**src/rtl/mem_copy_engine.sv**
```systemverilog
// Word-granular memory-to-memory copy engine with overlap-safe direction selection.
// Drives a single-port-read / single-port-write memory whose read data lags the address by one cycle.
module mem_copy_engine #(
    parameter int unsigned LEN_W = 9
) (
    input  logic             clk,
    input  logic             rst_n,
    input  logic             start_i,
    input  logic [31:0]      src_addr_i,
    input  logic [31:0]      dst_addr_i,
    input  logic [LEN_W-1:0] len_i,
    input  logic             abort_i,
    output logic             busy_o,
    output logic             done_o,
    output logic             aborted_o,
    output logic [31:0]      mem_rd_addr_o,
    input  logic [31:0]      mem_rd_data_i,
    output logic [31:0]      mem_wr_addr_o,
    output logic [31:0]      mem_wr_data_o,
    output logic             mem_wr_en_o
);

    typedef enum logic [1:0] {StIdle, StRun, StDrain, StFin} state_e;

    state_e             state_q, state_d;
    logic [LEN_W-1:0]   rem_q, rem_d;
    logic               desc_q, desc_d;
    logic [31:0]        rd_addr_q, rd_addr_d;
    logic [31:0]        dst_ptr_q, dst_ptr_d;
    logic [31:0]        wr_addr_q, wr_addr_d;
    logic               wr_en_q, wr_en_d;
    logic               busy_q, busy_d;
    logic               done_q, done_d;
    logic               aborted_q, aborted_d;

    logic [31:0]        len_ext;
    logic [31:0]        last_off;
    logic [31:0]        src_end;
    logic               overlap;

    assign len_ext  = 32'(len_i);
    assign last_off = len_ext - 32'd1;
    assign src_end  = src_addr_i + len_ext;
    // Copy from the top down when the destination starts inside the source window.
    assign overlap  = (dst_addr_i > src_addr_i) && (dst_addr_i < src_end);

    always_comb begin
        state_d   = state_q;
        rem_d     = rem_q;
        desc_d    = desc_q;
        rd_addr_d = rd_addr_q;
        dst_ptr_d = dst_ptr_q;
        wr_en_d   = 1'b0;
        wr_addr_d = 32'd0;
        done_d    = 1'b0;
        aborted_d = 1'b0;

        unique case (state_q)
            StIdle: begin
                if (start_i) begin
                    if (len_i == '0) begin
                        state_d = StFin;
                        done_d  = 1'b1;
                    end else begin
                        state_d   = StRun;
                        rem_d     = len_i;
                        desc_d    = overlap;
                        rd_addr_d = overlap ? src_addr_i + last_off : src_addr_i;
                        dst_ptr_d = overlap ? dst_addr_i + last_off : dst_addr_i;
                    end
                end
            end
            StRun: begin
                if (abort_i) begin
                    // The read on the bus this cycle is dropped; no write follows it.
                    state_d   = StFin;
                    aborted_d = 1'b1;
                end else begin
                    wr_en_d   = 1'b1;
                    wr_addr_d = dst_ptr_q;
                    dst_ptr_d = desc_q ? dst_ptr_q - 32'd1 : dst_ptr_q + 32'd1;
                    if (rem_q == LEN_W'(1)) begin
                        state_d = StDrain;
                    end else begin
                        rem_d     = rem_q - LEN_W'(1);
                        rd_addr_d = desc_q ? rd_addr_q - 32'd1 : rd_addr_q + 32'd1;
                    end
                end
            end
            StDrain: begin
                state_d = StFin;
                done_d  = 1'b1;
            end
            StFin: begin
                state_d = StIdle;
            end
        endcase

        busy_d = (state_d == StRun) || (state_d == StDrain);
    end

    always_ff @(posedge clk or negedge rst_n) begin
        if (!rst_n) begin
            state_q   <= StIdle;
            rem_q     <= '0;
            desc_q    <= 1'b0;
            rd_addr_q <= 32'd0;
            dst_ptr_q <= 32'd0;
            wr_addr_q <= 32'd0;
            wr_en_q   <= 1'b0;
            busy_q    <= 1'b0;
            done_q    <= 1'b0;
            aborted_q <= 1'b0;
        end else begin
            state_q   <= state_d;
            rem_q     <= rem_d;
            desc_q    <= desc_d;
            rd_addr_q <= rd_addr_d;
            dst_ptr_q <= dst_ptr_d;
            wr_addr_q <= wr_addr_d;
            wr_en_q   <= wr_en_d;
            busy_q    <= busy_d;
            done_q    <= done_d;
            aborted_q <= aborted_d;
        end
    end

    assign busy_o        = busy_q;
    assign done_o        = done_q;
    assign aborted_o     = aborted_q;
    assign mem_rd_addr_o = rd_addr_q;
    assign mem_wr_addr_o = wr_addr_q;
    assign mem_wr_en_o   = wr_en_q;
    // Read data arrives the cycle the write is issued, so it is forwarded rather than re-registered.
    assign mem_wr_data_o = wr_en_q ? mem_rd_data_i : 32'd0;

endmodule

```
**config.mk**
```make
export PLATFORM = sky130hd
export DESIGN_NAME = mem_copy_engine
export DESIGN_NICKNAME = d
export VERILOG_FILES = /design/src/rtl/mem_copy_engine.sv
export SDC_FILE = /design/constraint.sdc
export NUM_CORES = 1
export LEC_CHECK = 0
export BUFFER_PORTS_ARGS = -buffer_cell sky130_fd_sc_hd__buf_2
export CORE_ASPECT_RATIO = 1.1
export CORE_MARGIN = 10
export CORE_UTILIZATION = 60
export CTS_CLUSTER_SIZE = 8
export DETAILED_ROUTE_END_ITERATION = 16
export PLACE_DENSITY = 0.83
export SLEW_MARGIN = 20
export SYNTH_ARGS = -nofsm -noshare
export SYNTH_HDL_FRONTEND = slang
export SYNTH_SLANG_ARGS = --single-unit
```
**constraint.sdc**
```tcl
create_clock -name clk -period 9.28 [get_ports clk]
set_input_delay 0 -clock clk [delete_from_list [all_inputs] [get_ports clk]]
set_output_delay 0 -clock clk [all_outputs]
set_load 0.05 [all_outputs]
```
==> Word level (Yosys, flattened, before mapping) <==
Cells that the tools add are included.
{ "totals": {"register_bits": 112, "inputBits": 109, "output_inout_bits": 100, "elab_cells": 73} }
{ "classes": {"addsub": 9, "n_lt_le_gt_ge": 2, "n_eq_ne": 10, "muxes": 33, "bitwise": 1, "n_reduce_logical": 8} }
{ "op_table": {"columns": ["operator", "n"], "rows": [
  ["two-way mux 32 bit", 14],
  ["one-hot mux 32 bit (2 select lines)", 2],
  ["adder 32 x 1 -> 32 bit (second input constant)", 2],
  ["adder 32 bit", 2],
  ["subtractor 32 x 1 -> 32 bit (second input constant)", 2],
  ["two-way mux 9 bit", 4],
  ["adder 32 x 9 -> 32 bit", 1],
  ["> comparator 32 bit", 1],
  ["less-than comparator 32 bit", 1],
  ["one-hot mux 9 bit (2 select lines)", 1],
  ["subtractor 9 x 1 -> 10 bit (second input constant)", 1],
  ["equality test 9 x 1 -> 1 bit (second input constant)", 1],
  ["logical NOT 9 bit", 1],
  ["subtractor 9 x 1 -> 9 bit (second input constant)", 1],
  ["two-way mux 2 bit", 4],
  ["!= test 2 bit (second input constant)", 4],
  ["one-hot mux 2 bit (4 select lines)", 1],
  ["equality test 2 bit (second input constant)", 3],
  ["two-way mux 1 bit", 6],
  ["AND reduction 5 bit", 1],
  ["equality test 2 x 1 -> 1 bit (second input constant)", 2],
  ["AND reduction 4 bit", 1],
  ["AND reduction 3 bit", 1],
  ["logical NOT 2 bit", 1],
  ["other kinds (5)", 5]
]} }

==> Depth between registers and ports, before layout <==
Gate-level depths: netlist of run 1.
{ "depth": {"ltp_word": 7, "mapped_depth": 26, "ltp_nobuf": 24} }

==> Least setup slack after synthesis of run 1 <==
OpenSTA, ideal clock, no wires.
{ "synth_path": {"path_kind": "input port to flip-flop", "startpoint": "in src_addr_i[0]", "endpoint": "reg dst_ptr_q[27]", "setup_ns": 0.124, "arrival_ns": 4.279, "slack_ns": 4.877, "cell_stages": 26, "n_path_buf": 3, "path_cell_list": "ha_1 > inv_1 > fa_1 > nor2b_1 > o21ai_0 > a21boi_0 > o21ai_0 > a21oi_1 > o21ai_0 > a21oi_1 > and2_1 > nand3_1 > xnor2_1 > ha_1 > nand4_1 > or4_1 > o32a_1 > nand3_1 > a21oi_1 > nand2_1 > buf_2 > buf_4 > buf_2 > nor2_1 > a211oi_1 > nor2_1"} }
{ "synth_via": {"elab_chain_cells": 7, "word_cells_on_any_way": 8, "cone_classes": "add/sub (1); order compare (2); mux (4); reduce/logical (1)"} }
{ "synth_rtl": {"columns": ["element", "line", "rtl"], "rows": [
  ["start: declaration", "9", "input logic [31:0] src_addr_i,"],
  ["adder 32 x 9 -> 32 bit", "43", "assign src_end = src_addr_i + len_ext;"],
  ["less-than comparator 32 bit", "45", "assign overlap = (dst_addr_i > src_addr_i) && (dst_addr_i < src_end);"],
  ["logical AND 1 bit *", "45", null],
  ["two-way mux 32 bit *", "69", "dst_ptr_d = overlap ? dst_addr_i + last_off : dst_addr_i;"],
  ["two-way mux 32 bit *", "61", "if (len_i == '0) begin"],
  ["two-way mux 32 bit *", "60", "if (start_i) begin"],
  ["one-hot mux 32 bit (2 select lines) *", "58", "unique case (state_q)"],
  ["end signal: assignment", "119", "dst_ptr_q <= dst_ptr_d;"],
  ["end: declaration", "29", "logic [31:0] dst_ptr_q, dst_ptr_d;"]
]} }
Every way passes the cells marked *; elsewhere a longest branch is shown, timed or not. The select of a mux whose other input is x is not followed.
A chain may end at the register's enable or synchronous reset.

==> Worst setup path in the final report of run 1 <==
{ "layout_path": {"startpoint": "in len_i[1]", "endpoint": "reg dst_ptr_q[7]"} }
{ "layout_via": {"elab_chain_cells": 7, "word_cells_on_any_way": 12, "cone_classes": "add/sub (3); order compare (1); eq/ne (1); mux (4); reduce/logical (3)"} }
{ "layout_rtl": {"columns": ["element", "line", "rtl"], "rows": [
  ["start: declaration", "11", "input logic [LEN_W-1:0] len_i,"],
  ["adder 32 x 9 -> 32 bit", "43", null],
  ["less-than comparator 32 bit", "45", null],
  ["logical AND 1 bit", "45", null],
  ["two-way mux 32 bit", "69", null],
  ["two-way mux 32 bit", "61", null],
  ["two-way mux 32 bit", "60", null],
  ["one-hot mux 32 bit (2 select lines)", "58", null]
]} }
Parallel ways exist; a longest one is shown, timed or not. The select of a mux whose other input is x is not followed.

==> metrics, run 1 <==
Post-synth ARST share 100%; CTS tree done; number of buffers added for setup after CTS 0; period utilization 66.1%; maximum clock path buffer count 2; Final nets 2,267; Worst path slowest cell buf_4; post_cts resized 0; Worst Hold Slack -0.00428 ns; nature of the critical path endpoint flip-flop; top cell type by total area after synthesis dfrtp_1; Multi-input gate area 0.0108 mm2; Crit path largest cell delay 0.76 ns; Comb pwr share 72.7%; DRC Markers 0; vias per cell 6.42; htree depth 3; vias in the first global route 13,700; internal power 2.15 mW; switching share of total power 56.4%; Setup violations, final 0; Worst-path clk slew 0.08 ns; 1st-iter DRT viols 1,616; Yosys cell types 93; die footprint 0.0300 mm2; pre-CTS setup slack 3.28 ns; Post-synth EDFFs 0; Critical Path Fanout Max 88; Final Power 4.92 mW; post-synth net total 2,093; NetSw 2.77 mW; grt ovf 0; Syn Inst Count 1,782; Layout fillers 1,891; Mapped Area 0.0141 mm2; Post-DRT Antenna Nets 0; Core ar. 0.0230 mm2; initial antenna violation count 0; failing checks hold timing; setup slack after layout 3.14 ns; clk_lat worst skew 0.36 ns; Required @ worst endpoint 9.49 ns; DP HPWL 36,900 um; row count 58; Final Skew 0.0102 ns; post-synth top area share 19.9%; share of cells above drive strength 1 13.8%; slew of the pin with the lowest slew margin 1.03 ns; Root Buffer clkbuf_16; WP data arrival 6.34 ns; Crit Path Category input pin to flip-flop; Max-Cap Viols 0; Post-Layout Cell Count 2,261; total track usage 29.4%; top area cells in the synthesized netlist dfrtp_1 20%, ha_1 18%, a21oi_1 5.8%; Ant. Diodes 0; Placer Congestion 0.998; synthesis-to-finish area growth 11.4%; Power Density 314 mW/mm2; Worst IR Drop VDD 0.170 mV; HP Class input pin to flip-flop; status finished with violations; total CTS buffers 9; CTS sink count 112; endpoints failing hold 1; fmax 163 MHz; slew margin rel. 31.1%; Clk pwr share 8.4%; clock period minus worst slack 6.14 ns; Fin Setup TNS 0 ns; RSZ-0062 raised after global routing no; starting density of the core 61.2%; post-synthesis sequential area ratio 19.9%; DR vias 14,500; Synth Register Bits 112; Pre-Repair DR Iteration Count 7; Seq pwr share 18.9%; Port Buffers 208; placed cells 2,242; first-pass GRT wire length 73,600 um; Top Ports 209; FF+latch area 0.00280 mm2; Max Slew Vio Count 0; Post-synth top flop dfrtp_1; Leak 7.72 nW; largest net degree at the start of global routing 89; die height 181 um; Critical Path Start Type input pin; routed len/inst 20.6 um; post-synthesis area per instance 7.90 um2; warnings from Yosys 0; drt total wl 46,500 um; Die X 166 um
## layout by cell type (no fill, tap or decap), types with 6 or more instances in the layout
cell         n
and3_1      21
o21ai_1      7
xor2_1      46
inv_1       72
mux2i_1     20
nand2b_1    17
buf_4        9
or3_1       11
a211oi_1    49
nand4_1     21
o31a_1       6
dfrtp_1    111
and2_1      74
nor2_1     145
a31oi_1     18
xnor2_1     84
nor2b_1     16
nor4_1       8
nor3_1      37
nor3b_1      6
nand2_1    139
o31ai_1     19
nand3_1     50
o211ai_1    16
and4_1       8
o21bai_1    23
a221oi_1     6
buf_2      207
clkbuf_16    9
a21oi_1    163
o21ai_0    151
a21o_1      50
o21a_1      24
ha_1       197
## metal layers
layer / GRT usage (%) / up-vias / share of wire, %
met5: 0 / - / 0
met4: 7.80 / 0 / 2.5
li1: - / 6943 / -
met1: 38.8 / 6768 / 41
met2: 47.6 / 727 / 45
met3: 6.22 / 88 / 11
## Yosys cell counts (7+ instances only)
cell type / instances
ha_1: 197
a21oi_1: 163
o21ai_0: 151
nor2_1: 145
nand2_1: 140
dfrtp_1: 112
xnor2_1: 84
and2_1: 74
inv_1: 72
a21o_1: 50
nand3_1: 50
a211oi_1: 49
xor2_1: 46
nor3_1: 37
clkbuf_1: 34
o21a_1: 24
o21bai_1: 23
and3_1: 22
nand4_1: 21
mux2i_1: 20
nand2b_1: 19
o31ai_1: 19
a31oi_1: 18
nor2b_1: 17
o211ai_1: 16
buf_2: 14
or3_1: 11
and4_1: 8
nor4_1: 8
o21ai_1: 7
## power by group through the flow
stage / clock (mW) / combinational [mW] / sequential [mW]
after global placement: 0 / 3.41 / 0.923
after CTS: 0.415 / 3.51 / 0.921
after global routing: 0.433 / 3.89 / 0.951
after floorplan: 0 / 2.26 / 1.30
after detailed placement: 0 / 3.48 / 0.931
final: 0.412 / 3.58 / 0.929
## state kept, by name, indices dropped and copies added, names as in the netlist
register       cells
dst_ptr_q         32
mem_rd_addr_o     32
mem_wr_en_o        1
mem_wr_addr_o     32
state_q            2
desc_q             1
rem_q              9
done_o             1
busy_o             1
aborted_o          1
## repair_timing
item | 4_1_cts | 5_1_grt
endpoints found under the setup margin | 0 | 0
hold buffers | 3 | 0
endpoints found under the hold margin | 42 | 0
## layout make-up
| type | count | area share, % |
|---|---|---|
| Multi-Input combinational cell | 1540 | 68.7 |
| Sequential cell | 112 | 17.9 |
| Timing Repair Buffer | 219 | 7.23 |
| Tap cell | 300 | 2.39 |
| Inverter | 74 | 1.79 |
| Clock buffer | 10 | 1.46 |
| Clock inverter | 6 | 0.495 |
## worst max-delay path, delay by kind of cell
family	cells	cell delay (ns)
AOI/OAI and AO/OA	10	1.86
and+or+nand+nor	7	1.62
buffers and inverters	4	1.50
adders and majority gates	2	0.73
muxes	1	0.41
xor gates and xnor gates	1	0.14
## final timing paths
| check | start | to | slack, ns | depth (start not counted) |
|---|---|---|---|---|
| setup / recovery | len_i[1] | dst_ptr_q[7] | 3.14 | 25 |
| hold / removal | src_addr_i[0] | mem_rd_addr_o[0] | -0.004 | 3 |
| setup reg to reg | desc_q | dst_ptr_q[26] | 5.14 | 12 |
| hold reg to reg | mem_rd_addr_o[4] | mem_rd_addr_o[4] | 0.51 | 2 |
| max in group asynchronous | rst_n | dst_ptr_q[31] | 7.76 | 3 |
| min in group asynchronous | rst_n | mem_rd_addr_o[5] | 0.19 | 2 |
## cells by family after synthesis
kind of cell,share of synthesized area (%)
AOI/OAI and AO/OA,28.1
xor gates and xnor gates,8.28
adders and majority gates,18.2
buffers and inverters,3.69
DFF,19.9
muxes,1.50
and+or+nand+nor,20.3
## through the flow
stage / utilization, % / hold WS [ns] / area, um2
2_1_floorplan: - / -0.296 / 14100
3_3_place_gp: 66.7 / 0.0381 / 15300
3_5_place_dp: 66.7 / 0.0316 / 15300
4_1_cts: 68.2 / 0.000916 / 15700
5_1_grt: 68.2 / 0.0325 / 15700
6_report: 68.2 / -0.00428 / 15700
Power figures use the tool's default switching activity.
==> run 2: changes to the inputs <==
Clock period 9.28 ns to 6.1 ns, I/O delays scaled along.
==> run 2 against run 1 <==
Net effect:
- the run now ends clean
- cell count grew 0.22%
- first-iteration DRC count decreased by 23%
- global-route usage is 0.20 points lower
- worst setup slack lost 2.6 ns
- clock power grew 50%
- core utilization increased by 0.26 points
- register-to-register slack got worse by 3.3 ns
- largest power group unchanged
==> metrics, run 2 (synthesis results as in run 1) <==
Comb pwr share 72.6%; routed len/inst 20.3 um; maximum clock path buffer count 2; cells on worst reg2reg path 11; WP data arrival 5.75 ns; DR vias 14,400; period utilization 90.4%; slew of the pin with the lowest slew margin 0.833 ns; Port Buffers 208; endpoints failing hold 0; drt total wl 45,900 um; cell mode on critical path a21oi_1; DRC Markers 0; fmax 181 MHz; total track usage 29.2%; Hold Crit Endpoint rem_q[0]; beginning of the worst register-to-register path desc_q; placed cells 2,246; Worst Setup SP src_addr_i[0]; Crit path largest cell delay 0.56 ns; Top Ports 209; 1st-iter DRT viols 1,251; NetSw 4.20 mW; total CTS buffers 9; Placer Congestion 0.965; Root Buffer clkbuf_16; Pre-Repair DR Iteration Count 5; reg-to-reg slack, setup 1.80 ns; htree depth 3; internal power 3.27 mW; most common cell after layout, fill and taps aside buf_2; clock period minus worst slack 5.51 ns; RSZ-0062 raised after global routing no; HP Class input pin to flip-flop; Core ar. 0.0230 mm2; Post-DRT Antenna Nets 0; first-pass GRT wire length 72,900 um; switching share of total power 56.2%; Die X 166 um; nature of the critical path endpoint flip-flop; Fin Setup TNS 0 ns; WHS Path Cells 3; Worst path slowest cell or4_1; DP HPWL 36,900 um; Worst-path clk slew 0.08 ns; die footprint 0.0300 mm2; Ant. Diodes 0; Crit Path Category input pin to flip-flop; Final nets 2,272; Power Density 474 mW/mm2; CTS tree done; Setup violations, final 0; commonest cells after routing, fill and taps aside 207 x buf_2, 197 x ha_1, 163 x a21oi_1, 151 x o21ai_0, 145 x nor2_1; share of cells above drive strength 1 14.0%; Final Skew 0.0145 ns; vias per cell 6.36; starting density of the core 61.2%; Final Power 7.47 mW; largest net degree at the start of global routing 64; Worst Hold Slack 0.00434 ns; Critical Path Fanout Max 52; synthesis-to-finish area growth 11.8%; clk_lat worst skew 0.37 ns; Reg2Reg Capture Point dst_ptr_q[29]; grt ovf 0; Max-Cap Viols 0; row count 58; post_cts resized 0; slew margin rel. 44.5%; CTS sink count 112; Max Slew Vio Count 0; Clk pwr share 8.3%; Worst IR Drop VDD 0.356 mV; die height 181 um; Seq pwr share 19.1%; vias in the first global route 13,800; worst hold start len_i[0]; initial antenna violation count 1; Leak 7.76 nW; status finished, final reports clean; Required @ worst endpoint 6.33 ns; Critical Path Start Type input pin; Post-Layout Cell Count 2,266
[run 2: cell count changes in the layout (fill, tap and decap cells not counted)]
cell / previous run / this run
clkbuf_1: 1 / 0
clkinv_8: 1 / 0
buf_4: 9 / 11
dlygate4sd3_1: 3 / 4
inv_6: 3 / 4
buf_12: 0 / 2
clkinv_2: 1 / 2
[run 2: metal layers]
metal	part of all wire (%)	track usage (%)	up-vias
li1	-	-	6946
met1	43	38.3	6735
met2	45	47.3	651
met3	9.7	6.24	71
met4	2.2	8.16	2
met5	0.041	0	-
[run 2: through the flow]
| step | worst slack (ns) | instance area (um2) | utilization [%] |
|---|---|---|---|
| after floorplan | 1.70 | 14100 | - |
| after global placement | 0.914 | 15400 | 66.9 |
| after detailed placement | 0.815 | 15400 | 66.9 |
| after CTS | 0.641 | 15700 | 68.4 |
| after global routing | 0.111 | 15700 | 68.4 |
| final | 0.585 | 15700 | 68.4 |
[run 2: timing repair]
action	4_1_cts	5_1_grt
buffers inserted	0	0
endpoints found under the setup margin	0	0
hold endpoints to repair	65	0
hold buffers	4	0
[run 2: how the worst max path moves through the flow]
stage	cells past startpoint	end	slack, ns
after floorplan	26	dst_ptr_q[27]	1.70
after global placement	28	dst_ptr_q[21]	0.91
after detailed placement	28	dst_ptr_q[21]	0.81
after CTS	29	dst_ptr_q[21]	0.64
after global routing	29	dst_ptr_q[28]	0.11
final	29	dst_ptr_q[21]	0.59
[run 2: power by group through the flow]
stage | Sequential [mW] | Clock, mW | Combinational, mW
3_5_place_dp | 1.43 | 0 | 5.31
4_1_cts | 1.41 | 0.621 | 5.36
2_1_floorplan | 1.98 | 0 | 3.45
3_3_place_gp | 1.42 | 0 | 5.21
6_report | 1.42 | 0.619 | 5.42
5_1_grt | 1.46 | 0.650 | 5.91
[run 2: layout make-up]
class / instances / area (um2)
Multi-Input combinational cell: 1540 / 10800
Fill cell: 1984 / 7270
Sequential cell: 112 / 2800
Timing Repair Buffer: 224 / 1200
Tap cell: 300 / 375
Inverter: 74 / 280
Clock buffer: 9 / 225
Clock inverter: 7 / 75.1
[run 2: critical path: cells and delay by family]
family	cells	cell delay (ns)
muxes	1	0.20
buffers and inverters	6	1.42
xor gates and xnor gates	1	0.14
and+or+nand+nor	8	1.66
adders and majority gates	3	0.89
AOI/OAI and AO/OA	10	1.38
==> run 3: changes to the inputs <==
Settings changed: ABC_AREA set to 1, PLACE_DENSITY 0.83 to 0.82.
==> run 3 against run 2 <==
Net effect:
- largest cell class unchanged
- global-route usage is 5.1 points higher
- first-iteration DRC count up 82%
- routed wire length rose by 30%
- core utilization down 0.82 points
- sequential share of layout area is 2.0 points lower
- synthesized area grew 14%
- clock power up 5.2%
==> metrics, run 3 <==
status finished, final reports clean; Multi-input gate area 0.0118 mm2; Max Slew Vio Count 0; DR vias 19,300; total CTS buffers 9; Synth Register Bits 112; total track usage 34.3%; Root Buffer clkbuf_16; vias per cell 5.91; number of buffers added for setup after CTS 0; CTS sink count 112; WHS Path Cells 5; die footprint 0.0338 mm2; warnings from Yosys 0; Mapped Area 0.0161 mm2; Top Ports 209; initial antenna violation count 1; Crit Path Category input pin to flip-flop; starting density of the core 61.2%; HP Class input pin to flip-flop; Critical Path Start Type input pin; Yosys cell types 39; post-synth net total 3,035; Die X 176 um; Layout fillers 2,510; clock period minus worst slack 4.40 ns; Max-Cap Viols 0; most common cell after layout, fill and taps aside nand2_1; DP HPWL 48,700 um; fmax 227 MHz; share of cells above drive strength 1 8.94%; post-synthesis compound-gate area fraction 14.3%; slew margin rel. 34.1%; first-pass GRT wire length 94,100 um; top cell type by total area after synthesis nand2_1; Fin Setup TNS 0 ns; htree depth 3; Pre-Repair DR Iteration Count 5; Ant. Diodes 0; Final nets 3,215; post-synthesis area per instance 5.91 um2; post_cts resized 0; Port Buffers 208; drt total wl 59,900 um; die height 192 um; Synth Area in Adders 15.9%; Placer Congestion 1.06; RSZ-0062 raised after global routing no; Required @ worst endpoint 6.36 ns; Post-synth EDFFs 0; Critical Path Fanout Max 73; top area cells in the synthesized netlist nand2_1 21%, dfrtp_1 17%, ha_1 15%; clk_lat worst skew 0.37 ns; routed len/inst 18.4 um; Finished Core Util 67.6%; row count 62; post-synthesis xor/xnor area fraction 4.41%; largest net degree at the start of global routing 86; Syn Inst Count 2,724; FF+latch area 0.00280 mm2; post-synth top area share 21.3%; vias in the first global route 18,000; maximum clock path buffer count 2; largest family of logic cells by synthesized area simple AND/OR/NAND/NOR gates; 1st-iter DRT viols 2,276; slew of the pin with the lowest slew margin 0.989 ns; Setup violations, final 0; Worst IR Drop VDD 0.379 mV; WP data arrival 4.67 ns; mux cell area share after synthesis 0%; Post-synth top flop dfrtp_1; most frequent cell after synthesis nand2_1; Power Density 462 mW/mm2; Final Skew 0.0118 ns; commonest cells after routing, fill and taps aside 913 x nand2_1, 333 x inv_1, 285 x nor2_1, 238 x a21oi_1, 207 x buf_2; CTS tree done; Leak 10.1 nW; Core ar. 0.0263 mm2; Post-DRT Antenna Nets 0; post-synthesis sequential area ratio 17.4%; Worst-path clk slew 0.08 ns; grt ovf 0; cells on worst reg2reg path 11; nature of the critical path endpoint flip-flop; endpoints failing hold 0; DRC Markers 0; Synth Area in Simple Gates 38.6%; synthesis-to-finish area growth 10.4%; Post-synth ARST share 100%; period utilization 72.2%; top post-synthesis cells by count 913 x nand2_1, 333 x inv_1, 286 x nor2_1
[run 3: cell types whose count changed after synthesis, moves of 20 or more]
cell,delta
a211oi_1,-49
a21o_1,-42
a21oi_1,+75
and2_1,-71
and3_1,-22
inv_1,+261
mux2i_1,-20
nand2_1,+773
nand3_1,+138
nor2_1,+141
o21ai_0,-30
xnor2_1,-54
[run 3: what timing repair did]
item,4_1_cts,5_1_grt
hold endpoints to repair,42,0
hold buffers,3,0
endpoints found under the setup margin,0,0
[run 3: layout make-up]
class                           count  share of cell area, %
Multi-Input combinational cell   2223                   66.4
Sequential cell                   112                   15.8
Inverter                          338                   7.14
Timing Repair Buffer              220                   6.42
Tap cell                          352                   2.48
Clock buffer                       10                   1.29
Clock inverter                      6                  0.479
[run 3: final timing paths]
check	endpoint	slack, ns	from
min in group asynchronous	mem_rd_addr_o[13]	0.10	rst_n
max	mem_rd_addr_o[12]	1.70	src_addr_i[0]
max in group asynchronous	desc_q	4.58	rst_n
min reg2reg	done_o	0.48	state_q[0]
max reg2reg	dst_ptr_q[28]	2.97	desc_q
min	mem_rd_addr_o[3]	0.05	src_addr_i[3]
[run 3: power by group]
part	internal [mW]	total, mW	switching [mW]
Combinational	1.78	6.13	4.35
Sequential	1.07	1.42	0.353
Clock	0.331	0.651	0.320
[run 3: worst max-delay path, cell delays in order]
cell and delay (ns):
buf_2 0.14, ha_1 0.20, inv_1 0.07, fa_1 0.41, nand3b_1 0.18, nand2_1 0.11, a21oi_1 0.12, o21ai_2 0.17
a21oi_1 0.15, nor2_1 0.22, nand2_1 0.10, nor2_1 0.20, nand2_1 0.07, nand2_1 0.07, nand2_1 0.05, ha_1 0.26
nand2_1 0.06, inv_1 0.06, nand3_1 0.08, or2_2 0.31, a21oi_1 0.14, nor2_1 0.09, nand3_2 0.07, buf_4 0.61
o21ai_0 0.38, o21bai_1 0.23, nand2_1 0.07
[run 3: stage by stage]
stage | area (um2) | setup WS [ns] | cells | hold WS [ns] | power, mW
global route | 17800 | 1.41 | 3261 | 0.0660 | 8.89
detailed placement | 17400 | 1.52 | 3242 | -0.0274 | 7.35
CTS | 17800 | 1.88 | 3261 | 0.0344 | 8.03
global placement | 17400 | 1.60 | 3242 | -0.0267 | 7.21
finish | 17800 | 1.70 | 3261 | 0.0475 | 8.20
floorplan | 16100 | 2.61 | 2724 | -0.296 | 5.74
[run 3: cell families after synthesis]
family | after synthesis
AOI/OAI and AO/OA | 429
xor gates and xnor gates | 81
adders and majority gates | 202
buffers and inverters | 389
DFF | 112
and+or+nand+nor | 1511
[run 3: per-layer routing]
metal,global-route usage [%],vias up,routed length (um)
met3,6.54,164,7760
met5,0,-,13
met4,14.2,2,2330
met2,52.7,1174,25500
li1,-,9224,-
met1,46.2,8715,24300
